[src/rtl/branch_sequencer.sv]
// branch_sequencer
// Program-counter controller between decode and instruction fetch. Owns the
// only copy of the PC. Branch requests are accepted over a valid/ready
// handshake, and their operands are captured. The condition is evaluated one
// cycle later on those captured operands. A taken branch redirects the PC and
// is followed by BUBBLES flush cycles.
//
// Ports:
//   clk          rising-edge clock
//   rst_n        asynchronous active-low reset
//   stall        fetch stall; freezes PC advance and acceptance in RUN
//   br_valid     branch request present
//   br_ready     request accepted when br_valid & br_ready
//   br_cond      3-bit condition code
//   br_value     signed operand tested by the condition
//   br_target    redirect address
//   pc           current fetch address (registered)
//   pc_valid     pc is a valid fetch address this cycle
//   taken        one-cycle pulse when a branch is taken (registered)
//   flush        high during flush bubbles (registered)
//   taken_count  saturating count of taken branches
module branch_sequencer #(
    parameter int ADDR_W   = 8,
    parameter int DATA_W   = 8,
    parameter int RESET_PC = 0,
    parameter int BUBBLES  = 2
) (
    input  logic              clk,
    input  logic              rst_n,
    input  logic              stall,
    input  logic              br_valid,
    output logic              br_ready,
    input  logic [2:0]        br_cond,
    input  logic [DATA_W-1:0] br_value,
    input  logic [ADDR_W-1:0] br_target,
    output logic [ADDR_W-1:0] pc,
    output logic              pc_valid,
    output logic              taken,
    output logic              flush,
    output logic [7:0]        taken_count
);

    typedef enum logic [1:0] {
        ST_RUN   = 2'd0,
        ST_EVAL  = 2'd1,
        ST_FLUSH = 2'd2
    } state_t;

    localparam logic [ADDR_W-1:0] RESET_PC_V  = ADDR_W'(RESET_PC);
    // Counter is loaded with BUBBLES-1 on entry so FLUSH lasts BUBBLES cycles.
    localparam logic [3:0]        BUBBLE_LAST = 4'(BUBBLES - 1);

    state_t              state_reg, state_next;
    logic [ADDR_W-1:0]   pc_reg, pc_next;
    logic                taken_reg, taken_next;
    logic                flush_reg, flush_next;
    logic [7:0]          count_reg, count_next;
    logic [2:0]          cond_reg, cond_next;
    logic [DATA_W-1:0]   value_reg, value_next;
    logic [ADDR_W-1:0]   target_reg, target_next;
    logic [3:0]          bubble_reg, bubble_next;

    logic                cond_true;
    logic                v_zero;
    logic                v_neg;

    // Condition decode on the captured operand only.
    assign v_zero = (value_reg == '0);
    assign v_neg  = value_reg[DATA_W-1];

    always_comb begin
        cond_true = 1'b0;
        case (cond_reg)
            3'b000:  cond_true = 1'b0;
            3'b001:  cond_true = v_zero;
            3'b010:  cond_true = v_neg;
            3'b011:  cond_true = v_neg | v_zero;
            3'b100:  cond_true = 1'b1;
            3'b101:  cond_true = ~v_zero;
            3'b110:  cond_true = ~v_neg;
            default: cond_true = ~v_neg & ~v_zero;
        endcase
    end

    always_ff @(posedge clk or negedge rst_n) begin
        if (!rst_n) begin
            state_reg  <= ST_RUN;
            pc_reg     <= RESET_PC_V;
            taken_reg  <= 1'b0;
            flush_reg  <= 1'b0;
            count_reg  <= 8'd0;
            cond_reg   <= 3'd0;
            value_reg  <= '0;
            target_reg <= '0;
            bubble_reg <= 4'd0;
        end else begin
            state_reg  <= state_next;
            pc_reg     <= pc_next;
            taken_reg  <= taken_next;
            flush_reg  <= flush_next;
            count_reg  <= count_next;
            cond_reg   <= cond_next;
            value_reg  <= value_next;
            target_reg <= target_next;
            bubble_reg <= bubble_next;
        end
    end

    always_comb begin
        state_next  = state_reg;
        pc_next     = pc_reg;
        taken_next  = 1'b0;
        flush_next  = flush_reg;
        count_next  = count_reg;
        cond_next   = cond_reg;
        value_next  = value_reg;
        target_next = target_reg;
        bubble_next = bubble_reg;
        br_ready    = 1'b0;
        pc_valid    = 1'b0;

        case (state_reg)
            ST_RUN: begin
                br_ready = ~stall;
                pc_valid = ~stall;
                if (!stall) begin
                    if (br_valid) begin
                        // PC holds on accept; it moves once the branch resolves.
                        cond_next   = br_cond;
                        value_next  = br_value;
                        target_next = br_target;
                        state_next  = ST_EVAL;
                    end else begin
                        pc_next = pc_reg + 1'b1;
                    end
                end
            end

            ST_EVAL: begin
                // Stall is deliberately ignored here: EVAL is always one cycle.
                if (cond_true) begin
                    pc_next    = target_reg;
                    taken_next = 1'b1;
                    if (count_reg != 8'hFF) begin
                        count_next = count_reg + 8'd1;
                    end
                    if (BUBBLES == 0) begin
                        state_next = ST_RUN;
                    end else begin
                        state_next  = ST_FLUSH;
                        flush_next  = 1'b1;
                        bubble_next = BUBBLE_LAST;
                    end
                end else begin
                    pc_next    = pc_reg + 1'b1;
                    state_next = ST_RUN;
                end
            end

            ST_FLUSH: begin
                if (bubble_reg == 4'd0) begin
                    state_next = ST_RUN;
                    flush_next = 1'b0;
                end else begin
                    bubble_next = bubble_reg - 4'd1;
                end
            end

            default: begin
                state_next = ST_RUN;
                flush_next = 1'b0;
            end
        endcase
    end

    assign pc          = pc_reg;
    assign taken       = taken_reg;
    assign flush       = flush_reg;
    assign taken_count = count_reg;

endmodule

[config.mk]
export PLATFORM = sky130hd
export DESIGN_NAME = branch_sequencer
export DESIGN_NICKNAME = d
export VERILOG_FILES = /design/src/rtl/branch_sequencer.sv
export SDC_FILE = /design/constraint.sdc
export NUM_CORES = 1
export LEC_CHECK = 0
export CAP_MARGIN = 10
export CORE_MARGIN = 2
export CORE_UTILIZATION = 55
export DETAILED_ROUTE_END_ITERATION = 10
export DONT_BUFFER_PORTS = 1
export PLACE_DENSITY = 0.7
export SLEW_MARGIN = 20
export SYNTH_ARGS = -nofsm -noshare
export SYNTH_HDL_FRONTEND = slang
export SYNTH_SLANG_ARGS = --single-unit
[constraint.sdc]
create_clock -name clk -period 3.93 [get_ports clk]
set_input_delay 0.393 -clock clk [delete_from_list [all_inputs] [get_ports clk]]
set_output_delay 0.393 -clock clk [all_outputs]
set_load 0.02 [all_outputs]
Word-level counts from Yosys, hierarchy flattened
Cells that the tools add are included.

storage, ports and cells
  input bits = 23
  bits in registers = 43
  output and inout bits = 20
  logic and storage cells = 64

operators by class
  bitwise operators = 6
  multiplexer cells = 19
  reduce and logical (&&, ||, !) cells = 12
  equal/unequal tests = 15
  $add $sub $neg = 3

operator list
  kind                 count
  $mux 8               3
  $reduce_and 3->1     6
  $add 8x1->8 const B  2
  $pmux 8 s2           1
  $ne 2x2->1 const B   6
  $eq 3x3->1 const B   3
  $logic_not 8->1      1
  $mux 2               4
  $mux 4               2
  $ne 8x8->1 const B   1
  $pmux 4 s2           1
  $pmux 1 s7           1
  $eq 3x2->1 const B   2
  $pmux 2 s3           1
  $mux 1               5
  $logic_not 4->1      1
  $not 1->1            4
  $reduce_bool 2->1    2
  $sub 4x1->4 const B  1
  $eq 3x1->1 const B   1
  $logic_not 3->1      1
  $pmux 1 s3           1
  $eq 2x1->1 const B   1
  $eq 2x2->1 const B   1
  3 further kinds      3

Logic depth before layout (Yosys ltp)
  depth after elaboration = 6
  depth in mapped cells = 8

Worst setup path after synthesis
OpenSTA, ideal clock, no wires.

  path kind = register to register
  from = register state_reg[1]
  to = register cond_reg[2]
  data required time = 3.805 ns
  arrival = 1.835 ns
  slack = 1.970 ns
  cell stages (with the launch flop) = 6
  cells stage by stage = dfrtp_1 -> buf_4 -> nor3_1 -> and2_1 -> buf_2 -> mux2_2

on the way
  cells in the longest elaborated chain, start to end = 2

ends and longest elaborated chain
  what                               RTL line  source
  start, declared                    53        state_t state_reg, state_next;
  start signal, assigned             97        state_reg <= state_next;
  $logic_not 2->1                    122       case (state_reg)
  $reduce_and 3->1 (no source line)  n/a
  end signal, assigned               102       cond_reg <= cond_next;
  end, declared                      58        logic [2:0] cond_reg, cond_next;

No other way between the ends.
A chain may end at the register's enable or synchronous reset.

Final worst setup path
  from = register value_reg[7]
  to = register count_reg[1], in the netlist taken_count[1]

on the way
  cells in the longest elaborated chain, start to end = 5

ends and longest elaborated chain
  what                                 RTL line  source
  start, declared                      59        logic [DATA_W-1:0] value_reg, value_next;
  start signal, assigned               103       value_reg <= value_next;
  $logic_not 8->1                      68        assign v_zero = (value_reg == '0);
  $not 1->1                            79, 81
  $and 1x1->1                          81        default: cond_true = ~v_neg & ~v_zero;
  $pmux 1 s7 *                         73        case (cond_reg)
  $reduce_and 3->1 (no source line) *  n/a
  end signal, assigned                 101       count_reg <= count_next;
  end, declared                        57        logic [7:0] count_reg, count_next;

Mark *: on every way between the ends. The rest lies on a longest branch, timed or not.

==> results.sh <==
export IMPL_clock_sinks=43
export IMPL_clkLatencyLatePin_ns=0.29
export IMPL_p_per_area_nw_per_um2=760.6
export IMPL_slew_viol_final=0
export IMPL_hold_violations=0
export IMPL_drt_initial_drc_count=68
export IMPL_ys_seq_area_share_pct=51.71
export IMPL_ir_drop_mv=0.3471
export IMPL_ys_seq_elements=43
export IMPL_via_count=1305
export IMPL_synth_cell_types=49
export IMPL_cts_tree="done"
export IMPL_chipHeight_um=65.51
export IMPL_buffer_ports_inserted=0
export IMPL_synthesis_nets=196
export IMPL_synth_warnings=0
export IMPL_clockBufferDepth=2
export IMPL_p_leak_nw=0.9775
export IMPL_min_path_type="input pin to flip-flop"
export IMPL_layout_commonest_cell="dfrtp_1"
export IMPL_gp_congestion=0.7653
export IMPL_gr_total_overflow=0
export IMPL_core_region_area_um2=3661
export IMPL_cp_max_fo=17
export IMPL_max_freq_ghz=0.4002
export IMPL_setup_viol=0
export IMPL_drive_gt1_share_pct=24.14
export IMPL_grt_pass1_vias=1348
export IMPL_mostFrequentLayoutCells="43 x dfrtp_1, 19 x mux2_2, 10 x inv_1"
export IMPL_synth_area_um2=2081
export IMPL_combPwrFrac_pct=27.8
export IMPL_dp_hpwl_mm=2.535
export IMPL_syn_area_per_cell_um2=12.24
export IMPL_grt_max_degree=44
export IMPL_hold_buffers=2
export IMPL_p_switching_w=0.0006164
export IMPL_n_antenna_cell=0
export IMPL_period_share_pct=63.58
export IMPL_timing_setup_tns_ns=0
export IMPL_async_flop_share_pct=100.0
export IMPL_synthCells=170
export IMPL_required_ns=4.10
export IMPL_via_per_inst=5.878
export IMPL_seq_area_um2=1076
export IMPL_critPathKind="flip-flop to flip-flop"
export IMPL_pwr_share_clk_pct=20.4
export IMPL_cts_buffers=5
export IMPL_multiInputGateArea_um2=892.1
export IMPL_htree_levels=2
export IMPL_post_route_min_period_ns=2.499
export IMPL_rows=22
export IMPL_groute_usage_overall_pct=18.80
export IMPL_timing_hold_ws_ns=0.2467
export IMPL_die_width_um=65.51
export IMPL_startpoint_type="flip-flop"
export IMPL_ant_nets=0
export IMPL_outcome="complete, no violations"
export IMPL_grt_antenna_before_repair=0
export IMPL_num_fill_cells=301
export IMPL_tightest_slew_ns=0.9104
export IMPL_ios=43
export IMPL_drcViolationCount=0
export IMPL_synth_edff_count=0
export IMPL_seqPwrFrac_pct=51.7
export IMPL_arrival_ns=2.67
export IMPL_clock_skew_ns=0.006735
export IMPL_rsz0062_at_grt="no"
export IMPL_cts_root_buf="clkbuf_8"
export IMPL_slew_headroom_pct=39.31
export IMPL_dieArea_um2=4291
export IMPL_cp_end_kind="flip-flop"
export IMPL_grt_pass1_wl_mm=6.092
export IMPL_layout_nets=199
export IMPL_sw_frac_of_total_pct=36.37
export IMPL_clk_pin_slew_ns=0.08
export IMPL_synthToLayoutAreaGrowth_pct=7.096
export IMPL_wire_per_inst_um=16.09
export IMPL_start_util_pct=56.84
export IMPL_cts_resized=0
export IMPL_drv_cap=0
export IMPL_yosys_most_used_dff="dfrtp_1"
export IMPL_wirelength_mm=3.572
export IMPL_postCtsSetupBuffers=0
export IMPL_power_internal_w=0.001079
export IMPL_drtPass1Iterations=4
==> cell type report <==
type                            count  area share, %
Sequential cell                    43          48.29
Inverter                           10          1.684
Tap cell                           48          2.695
Multi-Input combinational cell    109          40.03
Timing Repair Buffer                4          2.021
Clock buffer                        6          3.706
Clock inverter                      2          1.572
==> power groups by stage <==
stage               combinational, W  clock [W]  sequential, W
floorplan                   0.000436          0       0.000830
global placement            0.000439          0       0.000874
detailed placement          0.000462          0       0.000890
CTS                         0.000479   0.000356       0.000880
global route                0.000533   0.000373       0.000908
finish                      0.000472   0.000346       0.000877
==> cell usage after synthesis, types with 2 or more instances <==
cell | count | area, um^2
dfrtp_1 | 43 | 1076
inv_1 | 10 | 37.54
xnor2_1 | 4 | 35.03
o21ai_0 | 3 | 15.01
o21ai_1 | 2 | 10.01
nor3_1 | 2 | 10.01
a21oi_1 | 6 | 30.03
nand2b_1 | 2 | 12.51
buf_4 | 2 | 15.01
nor2_1 | 7 | 26.28
a31oi_1 | 3 | 18.77
and3_1 | 6 | 37.54
nand4_1 | 2 | 12.51
nand2_1 | 7 | 26.28
buf_2 | 3 | 15.01
nor4_1 | 2 | 12.51
mux2_2 | 19 | 214.0
mux2i_1 | 7 | 70.07
mux2_4 | 2 | 30.03
nand3_1 | 5 | 25.02
a22oi_1 | 2 | 15.01
xor2_1 | 2 | 17.52
ha_1 | 3 | 37.54
==> per-stage QoR <==
stage	cell area [um^2]	setup slack [ns]	cells	util [%]	power, W
4_1_cts	2228	1.461	222	60.87	0.001716
5_1_grt	2228	1.255	222	60.87	0.001814
3_3_place_gp	2081	1.582	212	56.84	0.001313
3_5_place_dp	2081	1.485	212	56.84	0.001352
2_1_floorplan	2081	1.970	170	-	0.001266
6_report	2228	1.431	222	60.87	0.001695
==> logic make-up after synthesis <==
family	after synthesis	synth area share, %
DFF	43	51.71
buffers and inverters	18	5.412
and+or+nand+nor	47	15.15
AOI/OAI and AO/OA	25	8.298
muxes	28	15.09
adders and majority gates	3	1.804
xor gates and xnor gates	6	2.526
==> per-layer routing <==
metal | wire length, um | GRT usage, % | part of all wire, %
met3 | 192 | 5.137 | 5.4
met2 | 1812 | 32.27 | 51
met1 | 1506 | 21.88 | 42
met4 | 61 | 8.594 | 1.7
met5 | 0 | 0 | 0
==> critical path: stages, from the launching register on <==
cell,delay [ns]
dfrtp_1,0.41
nand2b_1,0.16
a2111oi_1,0.36
nand3b_1,0.62
buf_4,0.31
nor2b_4,0.20
mux2_4,0.31
==> path summary, 6_finish.rpt <==
| kind | end | slack, ns | start | depth (start not counted) |
|---|---|---|---|---|
| setup / recovery | taken_count[1] | 1.43 | value_reg[7] | 6 |
| min in group asynchronous | pc[4] | 0.56 | rst_n | 2 |
| max in group asynchronous | taken_count[3] | 3.17 | rst_n | 2 |
| hold / removal | target_reg[5] | 0.25 | br_target[5] | 1 |
| hold reg to reg | target_reg[6] | 0.50 | target_reg[6] | 1 |
| setup reg to reg | taken_count[1] | 1.43 | value_reg[7] | 6 |
Note: power is estimated with default switching activity, not from simulation.
